**src/rtl/stopwatch_core.sv**
```systemverilog
// Stopwatch counting core: MM:SS BCD counter with run / pause / adjust modes.
// Counting is strobed by tick_1hz, manual adjustment by tick_2hz. The pause
// flag is separate from the mode state so that it survives a trip through
// adjust mode. The clear input zeroes the time and the pause flag.
module stopwatch_core #(
  parameter int MIN_MAX = 59,
  parameter int SEC_MAX = 59
) (
  input  logic       clk_100mhz,
  input  logic       rst_n,
  input  logic       tick_1hz,
  input  logic       tick_2hz,
  input  logic       clr,
  input  logic       pause_lvl,
  input  logic       adj,
  input  logic       sel,
  output logic [3:0] mt,
  output logic [3:0] mo,
  output logic [3:0] st,
  output logic [3:0] so,
  output logic       paused,
  output logic       blink_min,
  output logic       blink_sec
);

  typedef enum logic [1:0] {
    S_RUN   = 2'd0,
    S_PAUSE = 2'd1,
    S_ADJ   = 2'd2
  } state_t;

  // Wrap limits expressed as packed BCD so they compare directly with the digits.
  localparam logic [7:0] MIN_MAX_BCD = {4'(MIN_MAX / 10), 4'(MIN_MAX % 10)};
  localparam logic [7:0] SEC_MAX_BCD = {4'(SEC_MAX / 10), 4'(SEC_MAX % 10)};

  state_t     state;
  logic       p;
  logic       pause_q;
  logic       pe;
  logic       p_nxt;
  state_t     state_nxt;
  logic [7:0] min_q;
  logic [7:0] sec_q;

  // Increment a two-digit packed BCD value, wrapping to 00 past max_bcd.
  // The ones digit rolls 9 -> 0 with a carry into the tens digit, so the
  // result is always valid BCD as long as max_bcd itself is.
  function automatic logic [7:0] bcd_inc(input logic [7:0] v, input logic [7:0] max_bcd);
    logic [7:0] r;
    if (v == max_bcd) begin
      r = 8'h00;
    end else if (v[3:0] == 4'd9) begin
      r = {v[7:4] + 4'd1, 4'd0};
    end else begin
      r = {v[7:4], v[3:0] + 4'd1};
    end
    return r;
  endfunction

  // True when an increment of v would wrap back to 00.
  function automatic logic bcd_at_max(input logic [7:0] v, input logic [7:0] max_bcd);
    return (v == max_bcd);
  endfunction

  // Rising edge of the pause button; pause_q resets high so a button held
  // through reset release does not count as a press.
  assign pe = pause_lvl & ~pause_q;

  // Pause flag as it will be after this edge; clear forces it low.
  assign p_nxt = clr ? 1'b0 : (p ^ pe);

  // Mode selection uses the post-toggle pause flag so a press is reflected
  // in the mode on the same edge that flips the flag.
  always_comb begin
    state_nxt = S_RUN;
    if (adj) begin
      state_nxt = S_ADJ;
    end else if (p_nxt) begin
      state_nxt = S_PAUSE;
    end else begin
      state_nxt = S_RUN;
    end
  end

  // Mode state, pause tracking, time digits and registered status outputs.
  always_ff @(posedge clk_100mhz) begin
    if (!rst_n) begin
      state     <= S_RUN;
      p         <= 1'b0;
      pause_q   <= 1'b1;
      min_q     <= 8'h00;
      sec_q     <= 8'h00;
      blink_min <= 1'b0;
      blink_sec <= 1'b0;
    end else begin
      pause_q   <= pause_lvl;
      p         <= p_nxt;
      state     <= state_nxt;
      blink_sec <= (state_nxt == S_ADJ) & sel;
      blink_min <= (state_nxt == S_ADJ) & ~sel;
      if (clr) begin
        min_q <= 8'h00;
        sec_q <= 8'h00;
      end else begin
        case (state)
          S_RUN: begin
            if (tick_1hz) begin
              sec_q <= bcd_inc(sec_q, SEC_MAX_BCD);
              if (bcd_at_max(sec_q, SEC_MAX_BCD)) begin
                min_q <= bcd_inc(min_q, MIN_MAX_BCD);
              end
            end
          end
          S_ADJ: begin
            if (tick_2hz) begin
              if (sel) begin
                sec_q <= bcd_inc(sec_q, SEC_MAX_BCD);
              end else begin
                min_q <= bcd_inc(min_q, MIN_MAX_BCD);
              end
            end
          end
          default: begin
            min_q <= min_q;
            sec_q <= sec_q;
          end
        endcase
      end
    end
  end

  assign mt     = min_q[7:4];
  assign mo     = min_q[3:0];
  assign st     = sec_q[7:4];
  assign so     = sec_q[3:0];
  assign paused = p;

endmodule
```
**config.mk**
```make
export PLATFORM = sky130hd
export DESIGN_NAME = stopwatch_core
export DESIGN_NICKNAME = d
export VERILOG_FILES = /design/src/rtl/stopwatch_core.sv
export SDC_FILE = /design/constraint.sdc
export NUM_CORES = 1
export LEC_CHECK = 0
export CORE_ASPECT_RATIO = 0.5
export CORE_MARGIN = 5
export CORE_UTILIZATION = 40
export DETAILED_ROUTE_END_ITERATION = 8
export PLACE_DENSITY = 0.67
export SYNTH_ARGS = -nofsm -noshare
export SYNTH_HDL_FRONTEND = slang
export SYNTH_SLANG_ARGS = --single-unit
```
**constraint.sdc**
```tcl
create_clock -name clk_100mhz -period 1.94 [get_ports clk_100mhz]
set_input_delay 0.291 -clock clk_100mhz [delete_from_list [all_inputs] [get_ports clk_100mhz]]
set_output_delay 0.291 -clock clk_100mhz [all_outputs]
set_load 0.1 [all_outputs]
```
==> flow_results.xml <==
<?xml version="1.0" encoding="UTF-8"?>
<metrics>
  <group name="worst_hold_path">
    <metric name="whs_path_depth" unit="">2</metric>
    <metric name="worst_hold_startpoint" unit="">min_q[7]$_SDFFE_PP0P_</metric>
    <metric name="hp-class" unit="">register to register</metric>
  </group>
  <group name="timing">
    <metric name="finalSetupViolCount" unit="">0</metric>
    <metric name="worst-slew-pin-transition" unit="ns">0.362</metric>
    <metric name="period_utilization_post_route" unit="%">94.9</metric>
    <metric name="timing.fmax" unit="GHz">0.543</metric>
    <metric name="slew_headroom" unit="%">75.3</metric>
    <metric name="timing.hold.ws" unit="ns">0.497</metric>
    <metric name="layout_min_cycle_time" unit="ns">1.84</metric>
    <metric name="clock_skew" unit="ns">0.00199</metric>
    <metric name="grt_setup_unrepaired" unit="">no</metric>
    <metric name="timing.final.max_slew_violations" unit="">0</metric>
    <metric name="hold_violations" unit="">0</metric>
  </group>
  <group name="critical_path">
    <metric name="worst-r2r-cell-count" unit="">7</metric>
    <metric name="crit_start" unit="">sec_q[5]$_SDFFE_PP0P_</metric>
    <metric name="worst_r2r_startpoint" unit="">sec_q[5]$_SDFFE_PP0P_</metric>
    <metric name="startpoint_type" unit="">register</metric>
    <metric name="endpoint_kind" unit="">register</metric>
    <metric name="path_buf_inv" unit="">2</metric>
    <metric name="timing.setup.critical_path_class" unit="">register to register</metric>
    <metric name="worstSetupPathDepth" unit="">7</metric>
    <metric name="path_cells" unit="">inv_1 -&gt; ha_1 -&gt; and3b_2 -&gt; a41oi_1 -&gt; buf_4 -&gt; or4_1 -&gt; a21oi_2</metric>
    <metric name="cp_slowest_stage_delay" unit="ns">0.53</metric>
    <metric name="worst_ep_arrival_time" unit="ns">2.03</metric>
    <metric name="timing.critical_path.required" unit="ns">2.13</metric>
    <metric name="worst_path_cell_with_the_longest_stage_delay" unit="">sky130_fd_sc_hd__or4_1</metric>
    <metric name="cpLargestDelayFamily" unit="">simple AND/OR/NAND/NOR gates</metric>
    <metric name="worst-path-max-fanout" unit="">15</metric>
  </group>
  <group name="global_routing">
    <metric name="first_pass_grt_wire_length" unit="um">4080</metric>
    <metric name="groute.layer.met1.usage" unit="%">16.5</metric>
    <metric name="global_route.overflow_total" unit="">0</metric>
    <metric name="grt_max_degree" unit="">16</metric>
    <metric name="met3_routing_resource_usage_after_global_routing" unit="%">4.55</metric>
    <metric name="grt_busiest_layer" unit="">met2</metric>
    <metric name="grt_util_all_layers" unit="%">13.5</metric>
    <metric name="grt_pass1_vias" unit="">884</metric>
    <metric name="gr-usage-met2" unit="%">23.2</metric>
    <metric name="number_of_antenna_violations_at_the_first_check_in_global_routing" unit="">0</metric>
  </group>
  <group name="synthesis">
    <metric name="synth_area_per_cell" unit="um^2">9.22</metric>
    <metric name="post_synth_instance_area" unit="um^2">1100</metric>
    <metric name="synthesis.instances" unit="">119</metric>
    <metric name="yosysSeqAreaShare" unit="%">40.1</metric>
    <metric name="synth-warning-count" unit="">0</metric>
    <metric name="syn-num-nets" unit="">135</metric>
    <metric name="netlist-cell-type-count" unit="">37</metric>
    <metric name="synth_seq_cells" unit="">22</metric>
  </group>
  <group name="final_layout">
    <metric name="most_common_library_cell_in_the_layout_ignoring_fill_and_taps" unit="">sky130_fd_sc_hd__buf_4</metric>
    <metric name="most-common-layout-cells" unit="">sky130_fd_sc_hd__buf_4, sky130_fd_sc_hd__nor2_1, sky130_fd_sc_hd__dfxtp_2</metric>
    <metric name="register_area" unit="um^2">468</metric>
    <metric name="filler_cell_count" unit="">239</metric>
    <metric name="fin_nets" unit="">172</metric>
    <metric name="antenna_cells" unit="">0</metric>
    <metric name="finalNonFillerCells" unit="">192</metric>
    <metric name="share_of_layout_cells_above_drive_strength_1" unit="%">31.0</metric>
    <metric name="multi_input_comb_area" unit="um^2">619</metric>
    <metric name="layout-area-overhead-vs-synth" unit="%">35.0</metric>
  </group>
  <group name="clock_network">
    <metric name="cts_max_level" unit="">1</metric>
    <metric name="cts_tree" unit="">done</metric>
    <metric name="numCtsBuffers" unit="">3</metric>
    <metric name="insertion_delay" unit="ns">0.26</metric>
    <metric name="clock_sinks" unit="">22</metric>
    <metric name="clock_pin_slew_on_the_worst_setup_and_hold_paths" unit="ns">0.08</metric>
    <metric name="cts_buffer_depth" unit="">2</metric>
    <metric name="clk_root_buffer_cell" unit="">sky130_fd_sc_hd__clkbuf_8</metric>
  </group>
  <group name="placed_design">
    <metric name="gp_congestion" unit="">0.772</metric>
    <metric name="hpwlAfterDp" unit="um">1840</metric>
    <metric name="placed_cells" unit="">187</metric>
    <metric name="numPortBuffers" unit="">26</metric>
  </group>
  <group name="die">
    <metric name="initial_utilization" unit="%">42.2</metric>
    <metric name="placementRows" unit="">13</metric>
    <metric name="fp.coreArea" unit="um^2">2600</metric>
    <metric name="die_w" unit="um">84.1</metric>
    <metric name="fp.dieH" unit="um">47.0</metric>
    <metric name="design.die.area" unit="um^2">3950</metric>
    <metric name="io_pins" unit="">27</metric>
  </group>
  <group name="detailed_routing">
    <metric name="post_drt_wl_per_cell" unit="um">12.4</metric>
    <metric name="final_antenna_net_count" unit="">0</metric>
    <metric name="remaining_drc_errors" unit="">0</metric>
    <metric name="drtPass1Iterations" unit="">4</metric>
    <metric name="drt_iter0_markers" unit="">51</metric>
    <metric name="post_drt_via_cell_ratio" unit="">5.05</metric>
    <metric name="wirelength" unit="um">2390</metric>
    <metric name="dr_total_vias" unit="">970</metric>
  </group>
  <group name="flow_run">
    <metric name="number_of_max_capacitance_violations_reported" unit="">0</metric>
  </group>
  <group name="outcome">
    <metric name="status" unit="">finished, final reports clean</metric>
  </group>
  <group name="power">
    <metric name="worst_ir_drop_vdd" unit="mV">0.266</metric>
    <metric name="power-per-cell-area" unit="nW/um^2">580</metric>
    <metric name="power.leakage" unit="nW">0.577</metric>
  </group>
</metrics>
-- layer usage --
layer  wire, um  vias up
met5          0        -
met3         97        5
li1           -      506
met1       1140      445
met4         29        0
met2       1120       14
-- registers in the layout (all words and copies together) (netlist names) --
| signal | cells |
|---|---|
| min_q | 8 |
| pause_q | 1 |
| blink_sec | 1 |
| sec_q | 8 |
| paused | 1 |
| state | 2 |
| blink_min | 1 |
-- synth_stat cells --
cell type | instances | area, um^2
sky130_fd_sc_hd__or2_1 | 1 | 6.26
sky130_fd_sc_hd__o21ai_0 | 6 | 30.0
sky130_fd_sc_hd__nand2b_4 | 1 | 13.8
sky130_fd_sc_hd__a21boi_0 | 1 | 7.51
sky130_fd_sc_hd__nor2b_1 | 2 | 12.5
sky130_fd_sc_hd__dfxtp_1 | 22 | 440
sky130_fd_sc_hd__o221a_2 | 1 | 11.3
sky130_fd_sc_hd__nand2b_1 | 3 | 18.8
sky130_fd_sc_hd__nand3_1 | 6 | 30.0
sky130_fd_sc_hd__ha_1 | 8 | 100
sky130_fd_sc_hd__nand2_1 | 2 | 7.51
sky130_fd_sc_hd__buf_4 | 1 | 7.51
sky130_fd_sc_hd__clkbuf_1 | 1 | 3.75
sky130_fd_sc_hd__and2b_1 | 1 | 7.51
sky130_fd_sc_hd__a21oi_1 | 7 | 35.0
sky130_fd_sc_hd__mux2i_1 | 4 | 40.0
sky130_fd_sc_hd__a21o_1 | 1 | 7.51
sky130_fd_sc_hd__o41ai_1 | 1 | 8.76
sky130_fd_sc_hd__and3b_1 | 1 | 8.76
sky130_fd_sc_hd__a41oi_1 | 1 | 8.76
sky130_fd_sc_hd__nor2_1 | 11 | 41.3
sky130_fd_sc_hd__a211oi_1 | 4 | 30.0
sky130_fd_sc_hd__xnor2_1 | 4 | 35.0
sky130_fd_sc_hd__inv_1 | 8 | 30.0
sky130_fd_sc_hd__a2111oi_0 | 1 | 8.76
sky130_fd_sc_hd__or3_1 | 1 | 6.26
sky130_fd_sc_hd__and3_1 | 1 | 6.26
sky130_fd_sc_hd__a211o_1 | 1 | 8.76
sky130_fd_sc_hd__o311ai_0 | 1 | 8.76
sky130_fd_sc_hd__and2_1 | 1 | 6.26
sky130_fd_sc_hd__nor3b_1 | 1 | 7.51
sky130_fd_sc_hd__nor3_1 | 3 | 15.0
sky130_fd_sc_hd__and3b_2 | 1 | 10.0
sky130_fd_sc_hd__nand3b_1 | 3 | 22.5
sky130_fd_sc_hd__o31ai_1 | 1 | 7.51
sky130_fd_sc_hd__or4_1 | 5 | 37.5
sky130_fd_sc_hd__o211a_1 | 1 | 10.0
-- report_power, final --
part / switching, W / internal, W / leakage (nW)
combinational: 0.0000682 / 0.0000383 / 0.368
sequential: 0.00000653 / 0.000454 / 0.187
clock: 0.000146 / 0.000147 / 0.0228
-- path summary, 6_finish.rpt --
check             slack, ns                    end
setup reg to reg        0.1  min_q[3]$_SDFFE_PP0P_
hold / removal         0.50  min_q[7]$_SDFFE_PP0P_
hold reg to reg        0.50  min_q[7]$_SDFFE_PP0P_
setup / recovery        0.1  min_q[3]$_SDFFE_PP0P_
-- worst reg2reg max path, delay by kind of cell (launching register included) --
| kind | cells | cell delay, ns |
|---|---|---|
| buffers and inverters | 2 | 0.25 |
| DFF | 1 | 0.36 |
| and+or+nand+nor | 2 | 0.73 |
| adders and majority gates | 1 | 0.14 |
| AOI/OAI and AO/OA | 2 | 0.28 |
-- logic make-up after synthesis --
kind of cell	count (synthesis)	synth area share, %
compound gates	27	16.6
xor+xnor	4	3.19
mux	4	3.65
flops	22	40.1
buf+inv	10	3.76
fa+ha+maj	8	9.12
simple gates	44	23.5
-- stage by stage --
stage / util, % / cell area [um^2] / setup TNS (ns) / total power (W) / setup WS (ns)
after global routing: 56.9 / 1480 / 0 / 0.000902 / 0.00607
final: 56.9 / 1480 / 0 / 0.000860 / 0.0997
after CTS: 56.5 / 1470 / 0 / 0.000874 / 0.0376
after floorplan: - / 1120 / -0.0327 / 0.000540 / -0.0327
after global placement: 54.8 / 1430 / -0.00374 / 0.000577 / -0.00374
after detailed placement: 54.8 / 1430 / -0.0595 / 0.000579 / -0.0311
-- layout make-up --
| class | instances | share of cell area (%) |
|---|---|---|
| Multi-Input combinational cell | 87 | 41.8 |
| Tap cell | 37 | 3.13 |
| Timing Repair Buffer | 34 | 18.4 |
| Sequential cell | 22 | 31.6 |
| Clock buffer | 4 | 3.04 |
| Inverter | 8 | 2.03 |
-- what timing repair did --
item / 4_1_cts / 5_1_grt
setup buffers: 0 / 1
resized for setup: 0 / 1
hold buffers: 0 / 0
setup endpoints to repair: 0 / 2
Power figures use the tool's default switching activity.
